$ cat src/rtl/div_clk_gen_pkg.sv
// Shared constants and the configuration clamp for the programmable clock divider.
package div_pkg;

  localparam int DEF_CNT_W      = 16;
  localparam int DEF_PERIOD_VAL = 9;
  localparam int DEF_HIGH_VAL   = 5;

  typedef struct packed {
    logic [31:0] per;
    logic [31:0] high;
  } div_cfg_t;

  // Guarantees at least one high and one low cycle in every period.
  function automatic div_cfg_t div_clamp(input logic [31:0] period, input logic [31:0] high);
    div_cfg_t res;
    res.per = (period == 32'd0) ? 32'd1 : period;
    if (high == 32'd0)
      res.high = 32'd1;
    else if (high > res.per)
      res.high = res.per;
    else
      res.high = high;
    return res;
  endfunction

endpackage

$ cat src/rtl/div_clk_gen_if.sv
// Bus between the divider and its controller; SYNC exists only when DIV_SYNC_EN is defined.
interface div_clk_gen_if #(
    parameter int CNT_W = 16
);

    // LOAD is a single-cycle request with no ready: it is accepted on every edge it is high.
    logic             EN;
    logic             LOAD;
    logic [CNT_W-1:0] PERIOD;
    logic [CNT_W-1:0] HIGH;
`ifdef DIV_SYNC_EN
    logic             SYNC;
`endif
    logic             DIV_CLK;
    logic             RISING_EDGE;
    logic             FALLING_EDGE;
    logic             PERIOD_END;
    logic [CNT_W-1:0] PHASE;
    logic             PENDING;

    modport master (
        output EN, LOAD, PERIOD, HIGH,
`ifdef DIV_SYNC_EN
        output SYNC,
`endif
        input  DIV_CLK, RISING_EDGE, FALLING_EDGE, PERIOD_END, PHASE, PENDING
    );

    modport slave (
        input  EN, LOAD, PERIOD, HIGH,
`ifdef DIV_SYNC_EN
        input  SYNC,
`endif
        output DIV_CLK, RISING_EDGE, FALLING_EDGE, PERIOD_END, PHASE, PENDING
    );

endinterface

$ cat src/rtl/div_clk_gen_cfg_shadow.sv
// Active/shadow configuration registers; new settings only land on a period wrap.
module div_cfg_shadow
    import div_pkg::*;
#(
    parameter int CNT_W      = DEF_CNT_W,
    parameter int DEF_PERIOD = DEF_PERIOD_VAL,
    parameter int DEF_HIGH   = DEF_HIGH_VAL
) (
    input  logic             CLK,
    input  logic             RST,
    input  logic             load,
    input  logic             wrap,
    input  logic [CNT_W-1:0] period,
    input  logic [CNT_W-1:0] high,
    output logic [CNT_W-1:0] per_a,
    output logic [CNT_W-1:0] high_a,
    output logic [CNT_W-1:0] per_nx,
    output logic [CNT_W-1:0] high_nx,
    output logic             pending
);

    localparam div_cfg_t         DEF_C      = div_clamp(32'(DEF_PERIOD), 32'(DEF_HIGH));
    localparam logic [CNT_W-1:0] DEF_PER_A  = DEF_C.per[CNT_W-1:0];
    localparam logic [CNT_W-1:0] DEF_HIGH_A = DEF_C.high[CNT_W-1:0];

    div_cfg_t         load_c;
    logic [CNT_W-1:0] load_per, load_high;
    logic [CNT_W-1:0] per_q, high_q, per_s, high_s, per_s_nx, high_s_nx;
    logic             pend_q, pend_nx;

    always_comb begin
        load_c    = div_clamp(32'(period), 32'(high));
        load_per  = load_c.per[CNT_W-1:0];
        load_high = load_c.high[CNT_W-1:0];
    end

    // A load coinciding with the wrap wins over an older pending shadow.
    always_comb begin
        per_nx    = per_q;
        high_nx   = high_q;
        per_s_nx  = per_s;
        high_s_nx = high_s;
        pend_nx   = pend_q;
        if (wrap) begin
            if (load) begin
                per_nx  = load_per;
                high_nx = load_high;
            end else if (pend_q) begin
                per_nx  = per_s;
                high_nx = high_s;
            end
            pend_nx = 1'b0;
        end else if (load) begin
            per_s_nx  = load_per;
            high_s_nx = load_high;
            pend_nx   = 1'b1;
        end
    end

    always_ff @(posedge CLK or posedge RST) begin
        if (RST) begin
            per_q  <= DEF_PER_A;
            high_q <= DEF_HIGH_A;
            per_s  <= DEF_PER_A;
            high_s <= DEF_HIGH_A;
            pend_q <= 1'b0;
        end else begin
            per_q  <= per_nx;
            high_q <= high_nx;
            per_s  <= per_s_nx;
            high_s <= high_s_nx;
            pend_q <= pend_nx;
        end
    end

    assign per_a   = per_q;
    assign high_a  = high_q;
    assign pending = pend_q;

endmodule

$ cat src/rtl/div_clk_gen.sv
// Programmable clock divider with registered edge/period strobes.
// Optional phase restart input SYNC is built when DIV_SYNC_EN is defined.
module div_clk_gen
    import div_pkg::*;
#(
    parameter int CNT_W      = DEF_CNT_W,
    parameter int DEF_PERIOD = DEF_PERIOD_VAL,
    parameter int DEF_HIGH   = DEF_HIGH_VAL
) (
    input logic        CLK,
    input logic        RST,
    div_clk_gen_if.slave bus
);

    // Counter resets to the clamped period so the first enabled edge is a wrap.
    localparam div_cfg_t         DEF_C     = div_clamp(32'(DEF_PERIOD), 32'(DEF_HIGH));
    localparam logic [CNT_W-1:0] DEF_PER_A = DEF_C.per[CNT_W-1:0];

    logic [CNT_W-1:0] cnt, cnt_nx, per_a, high_a, per_nx, high_nx;
    logic             adv, sync_req, wrap;
    logic             div_q, div_nx, rise_q, fall_q, pe_q;

`ifdef DIV_SYNC_EN
    assign sync_req = bus.SYNC;
`else
    assign sync_req = 1'b0;
`endif

    assign adv  = bus.EN;
    assign wrap = adv & ((cnt == per_a) | sync_req);

    div_cfg_shadow #(
        .CNT_W     (CNT_W),
        .DEF_PERIOD(DEF_PERIOD),
        .DEF_HIGH  (DEF_HIGH)
    ) u_cfg (
        .CLK    (CLK),
        .RST    (RST),
        .load   (bus.LOAD),
        .wrap   (wrap),
        .period (bus.PERIOD),
        .high   (bus.HIGH),
        .per_a  (per_a),
        .high_a (high_a),
        .per_nx (per_nx),
        .high_nx(high_nx),
        .pending(bus.PENDING)
    );

    always_comb begin
        cnt_nx = cnt;
        div_nx = div_q;
        if (adv) begin
            cnt_nx = wrap ? '0 : cnt + 1'b1;
            div_nx = (cnt_nx < high_nx);
        end
    end

    always_ff @(posedge CLK or posedge RST) begin
        if (RST) begin
            cnt    <= DEF_PER_A;
            div_q  <= 1'b0;
            rise_q <= 1'b0;
            fall_q <= 1'b0;
            pe_q   <= 1'b0;
        end else begin
            cnt    <= cnt_nx;
            div_q  <= div_nx;
            rise_q <= adv & div_nx & ~div_q;
            fall_q <= adv & ~div_nx & div_q;
            pe_q   <= adv & (cnt_nx == per_nx);
        end
    end

    assign bus.PHASE        = cnt;
    assign bus.DIV_CLK      = div_q;
    assign bus.RISING_EDGE  = rise_q;
    assign bus.FALLING_EDGE = fall_q;
    assign bus.PERIOD_END   = pe_q;

endmodule

$ cat src/flat_wrapper.sv
// flat-port wrapper written by rule: the top's interface ports become plain ports
module div_clk_gen_flat import div_pkg::*;
#(
    parameter int CNT_W      = DEF_CNT_W,
    parameter int DEF_PERIOD = DEF_PERIOD_VAL,
    parameter int DEF_HIGH   = DEF_HIGH_VAL
)
  (CLK, RST, bus_EN, bus_LOAD, bus_PERIOD, bus_HIGH, bus_DIV_CLK, bus_RISING_EDGE, bus_FALLING_EDGE, bus_PERIOD_END, bus_PHASE, bus_PENDING);
  div_clk_gen_if #(.CNT_W(CNT_W)) bus_i ();
  input logic CLK;
  input logic RST;
  input wire logic [$bits(bus_i.EN)-1:0] bus_EN;
  input wire logic [$bits(bus_i.LOAD)-1:0] bus_LOAD;
  input wire logic [$bits(bus_i.PERIOD)-1:0] bus_PERIOD;
  input wire logic [$bits(bus_i.HIGH)-1:0] bus_HIGH;
  output wire logic [$bits(bus_i.DIV_CLK)-1:0] bus_DIV_CLK;
  output wire logic [$bits(bus_i.RISING_EDGE)-1:0] bus_RISING_EDGE;
  output wire logic [$bits(bus_i.FALLING_EDGE)-1:0] bus_FALLING_EDGE;
  output wire logic [$bits(bus_i.PERIOD_END)-1:0] bus_PERIOD_END;
  output wire logic [$bits(bus_i.PHASE)-1:0] bus_PHASE;
  output wire logic [$bits(bus_i.PENDING)-1:0] bus_PENDING;
  assign bus_i.EN = bus_EN;
  assign bus_i.LOAD = bus_LOAD;
  assign bus_i.PERIOD = bus_PERIOD;
  assign bus_i.HIGH = bus_HIGH;
  assign bus_DIV_CLK = bus_i.DIV_CLK;
  assign bus_RISING_EDGE = bus_i.RISING_EDGE;
  assign bus_FALLING_EDGE = bus_i.FALLING_EDGE;
  assign bus_PERIOD_END = bus_i.PERIOD_END;
  assign bus_PHASE = bus_i.PHASE;
  assign bus_PENDING = bus_i.PENDING;
  div_clk_gen #(.CNT_W(CNT_W), .DEF_PERIOD(DEF_PERIOD), .DEF_HIGH(DEF_HIGH)) u_core (.CLK(CLK), .RST(RST), .bus(bus_i));
endmodule
$ cat config.mk
export PLATFORM = sky130hd
export DESIGN_NAME = div_clk_gen_flat
export DESIGN_NICKNAME = d
export VERILOG_FILES = /design/src/rtl/div_clk_gen_pkg.sv /design/src/rtl/div_clk_gen_if.sv /design/src/rtl/div_clk_gen_cfg_shadow.sv /design/src/rtl/div_clk_gen.sv /design/src/flat_wrapper.sv
export SDC_FILE = /design/constraint.sdc
export NUM_CORES = 1
export LEC_CHECK = 0
export BUFFER_PORTS_ARGS = -buffer_cell sky130_fd_sc_hd__buf_2
export CORE_ASPECT_RATIO = 0.75
export CORE_MARGIN = 5
export CORE_UTILIZATION = 50
export DETAILED_ROUTE_END_ITERATION = 10
export GPL_TIMING_DRIVEN = 0
export PLACE_DENSITY = 0.8
export SLEW_MARGIN = 20
export SYNTH_ARGS = -nofsm -noshare
export SYNTH_HDL_FRONTEND = slang
export SYNTH_HIERARCHICAL = 1
export SYNTH_SLANG_ARGS = --single-unit
export TNS_END_PERCENT = 5
$ cat constraint.sdc
create_clock -name CLK -period 10.55 [get_ports CLK]
set_input_delay 3.165 -clock CLK [delete_from_list [all_inputs] [get_ports CLK]]
set_output_delay 3.165 -clock CLK [all_outputs]
set_load 0.1 [all_outputs]
==> run_results.csv <==
group,metric,value,unit
power,p_sw,0.000624,W
setup_path,critPathCaptureType,"flip-flop",
route,first_pass_iters,5,
timing,max_slew_margin,44.0,%
synthesis,synth_top_cell_area_share,30.6,%
synthesis,netlist_area,6130,sq um
synthesis,yosys.area_share.simple,20.8,%
synthesis,synth_compound_area_share,20.9,%
synthesis,synthAdderAreaFrac,6.53,%
floorplan,dieWidth,138,um
floorplan,top_level_ports,57,
clock_tree,clockRootBuffer,"clkbuf_16",
placement,hpwlAfterDp,13900,um
floorplan,rows,35,
timing,setup-tns-final,0,ns
power,leakage,3.03,nW
min_path,hp-class,"reg -> reg",
synthesis,syn_avg_cell_area,8.91,sq um
synthesis,synth.distinct_cells,76,
power,combPwrFrac,46.0,%
synthesis,synth_edf_count,0,
power,switching_share,44.0,%
timing,worst_pin_slew,0.834,ns
setup_path,critPathMaxFanout,10,
floorplan,core_area,12100,sq um
synthesis,syn_inst,688,
final_layout,nFillCells,1094,
timing,fin_crit_sh,73.0,%
route,drt-initial-drc-count,618,
synthesis,syn_nets,756,
global_routing,grt_max_degree,50,
timing,final.min_clock_period,7.71,ns
clock_tree,cts.sinks,85,
clock_tree,clk_path_buf_depth,2,
timing,finalMaxSlewViolations,0,
synthesis,synth_top_family_by_area,"compound AO/OA/AOI/OAI gates",
placement,place_congestion,1.03,
placement,portBuffers,55,
setup_path,required,10.77,ns
synthesis,yosysSeqAreaShare,34.9,%
synthesis,synth_xor_area_share,4.65,%
clock_tree,hold_buffers,0,
synthesis,synthMuxAreaShare,5.14,%
global_routing,antenna_found_initial,0,
clock_tree,cts_buffers,9,
power,seq_power_share,29.7,%
synthesis,synthFlopType,"dfrtp_1",
setup_path,worstPathArrival,7.93,ns
clock_tree,postCtsSetupBuffers,0,
outcome,status,"complete, no violations",
setup_path,crit_type,"in -> reg",
final_layout,fin_nets,823,
timing,skew,0.00637,ns
power,cellPowerDensity,203,nW/um^2
timing,hold_viol,0,
timing,fmax,0.130,GHz
route,ant_nets,0,
power,ir_drop,0.180,mV
timing,rsz0062_at_grt,"no",
route,wirelength,18000,um
job,maxCapViolCount,0,
setup_path,cp-start-kind,"input pin",
final_layout,diodes,0,
global_routing,grt-ovfl-total,0,
power,clkPwrFrac,24.3,%
floorplan,initial_utilization,50.5,%
synthesis,ys_async_sr_fraction,100,%
route,drc,0,
route,vias_per_cell,6.15,
power,intPower,0.000793,W
synthesis,netlist_top_cells_area,"dfrtp_1 31%, ha_1 6.5%, a22o_1 4.9%",
route,vias,5694,
power,power.total,0.00142,W
timing,setup_viol,0,
synthesis,yosysTopAreaCell,"dfrtp_1",
route,post_drt_wl_per_cell,19.4,um
global_routing,grt_pass1_wl,28700,um
final_layout,drive_gt1_share,17.6,%
floorplan,die-area,14600,sq um
global_routing,grt_usage,25.1,%
clock_tree,clkLatencyLatePin,0.34,ns
floorplan,die_h,106,um
synthesis,ys_seq_elements,85,
clock_tree,tritoncts,"yes",
final_layout,syn_to_final_growth,13.7,%
clock_tree,cts_resized,0,
clock_tree,clkSlewWorstSetupHoldPaths,0.06,ns
global_routing,grt_pass1_vias,5371,
synthesis,yosys_warnings,6,
clock_tree,htreeDepth,3,
-- cells by family after synthesis --
family | Yosys count
buf+inv | 90
xor+xnor | 30
flops | 85
simple gates | 233
fa+ha+maj | 32
compound gates | 188
mux | 30
-- area by class of cell --
class	count	area (sq um)	area share (%)
sequential	85	2140	30.7
clock inverter	5	82.6	1.19
inverter	45	171	2.46
tap	166	208	2.98
timing repair buffer	56	303	4.35
clock buffer	11	243	3.48
multi-input combinational	513	3550	51.0
buffer	45	265	3.81
-- flip-flops by register name, summed over array words and instances, names as in the netlist --
signal                   count
u_core/u_cfg/high_a         16
u_core/u_cfg/pending         1
u_core/u_cfg/per_a          16
u_core/bus.PHASE            16
u_core/u_cfg/high_s         16
u_core/bus.DIV_CLK           1
u_core/bus.FALLING_EDGE      1
u_core/bus.RISING_EDGE       1
u_core/u_cfg/per_s          16
u_core/bus.PERIOD_END        1
-- critical path, cell delays in order --
cell           delay (ns)
clkbuf_1             0.36
nand2b_1             0.17
nor4_4               0.64
clkbuf_1             0.39
nand3_1              0.30
dlygate4sd1_1        0.45
o221ai_1             0.29
inv_1                0.07
ha_1                 0.31
a21o_1               0.16
a21o_1               0.17
a21o_1               0.17
a211oi_1             0.27
o21ai_0              0.21
a2111oi_0            0.33
a21oi_1              0.23
and3_1               0.23
-- metrics by stage --
| stage | util, % | std cells | hold WS (ns) | setup slack (ns) | instance area, sq um |
|---|---|---|---|---|---|
| detailed placement | 54.7 | 910 | 0.450 | 2.65 | 6640 |
| finish | 57.4 | 926 | 0.461 | 2.84 | 6970 |
| global placement | 54.5 | 909 | 0.446 | 2.66 | 6610 |
| floorplan | - | 688 | 0.439 | 3.74 | 6130 |
| global route | 57.4 | 926 | 0.492 | 2.52 | 6970 |
| CTS | 57.4 | 926 | 0.459 | 2.98 | 6970 |
-- cell usage in the layout (no fill, tap or decap), types with 3 or more instances in the layout --
cell type,Yosys,layout
clkbuf_16,0,9
mux2_2,8,8
dfrtp_1,75,75
o21ai_1,5,5
buf_2,6,61
a221oi_1,5,5
and2b_1,3,3
inv_1,43,42
a21oi_1,35,35
or3_1,5,5
and3_1,4,4
ha_1,32,32
a22o_1,34,34
xor2_1,13,13
a2111oi_2,3,3
a21o_1,6,6
buf_1,3,3
nand2_1,73,73
mux2i_1,21,21
o21ai_0,53,53
dfstp_2,10,10
o221ai_1,15,15
nor2_1,38,38
or2b_1,3,3
nor4_1,10,10
buf_4,4,4
clkbuf_1,23,24
o31ai_1,9,9
nand2b_1,15,15
a31oi_1,5,5
buf_6,7,7
nor2b_1,22,22
nor3_1,13,13
xnor2_1,14,14
nor4_2,3,3
nand4_1,10,10
nand3_1,12,12
-- power groups by stage --
stage	clock network (W)	logic, W	registers (W)
finish	0.000344	0.000651	0.000421
global route	0.000366	0.000700	0.000428
CTS	0.000349	0.000642	0.000421
detailed placement	0	0.000638	0.000426
global placement	0	0.000629	0.000425
floorplan	0	0.000333	0.000587
-- synth_stat cells, drive strengths merged (4+ instances only) --
cell,number
a21oi,35
o221ai,15
nand2b,15
xnor2,15
mux2,9
dfstp,10
and3,4
nand3,13
inv,44
clkbuf,23
a221oi,5
a2111oi,4
dfrtp,75
xor2,15
nand2,73
nor3,16
mux2i,21
nand4,12
nor2b,22
a31oi,5
ha,32
o21ai,58
nor4,14
nor2,40
buf,21
or3,5
a22o,34
a21o,6
o31ai,9
-- layer usage --
layer / track usage, % / vias up / routed length (um)
li1: - / 2627 / -
met1: 38.2 / 2744 / 8260
met2: 36.0 / 289 / 7740
met3: 5.20 / 34 / 1650
met4: 6.42 / 0 / 359
met5: 0 / - / 0
-- final timing paths --
check,startpoint,to,slack [ns],cells after the start
max in group asynchronous,RST,u_core/bus.PHASE[15],7.05,2
worst min-delay path,u_core/u_cfg/per_s[0],u_core/u_cfg/per_s[0],0.46,2
worst max-delay path,bus_EN,u_core/bus.FALLING_EDGE,2.84,17
worst min register to register,u_core/u_cfg/per_s[0],u_core/u_cfg/per_s[0],0.46,2
min in group asynchronous,RST,u_core/u_cfg/pending,2.77,2
worst max register to register,u_core/bus.PHASE[0],u_core/bus.FALLING_EDGE,5.05,19
Power figures use the tool's default switching activity.
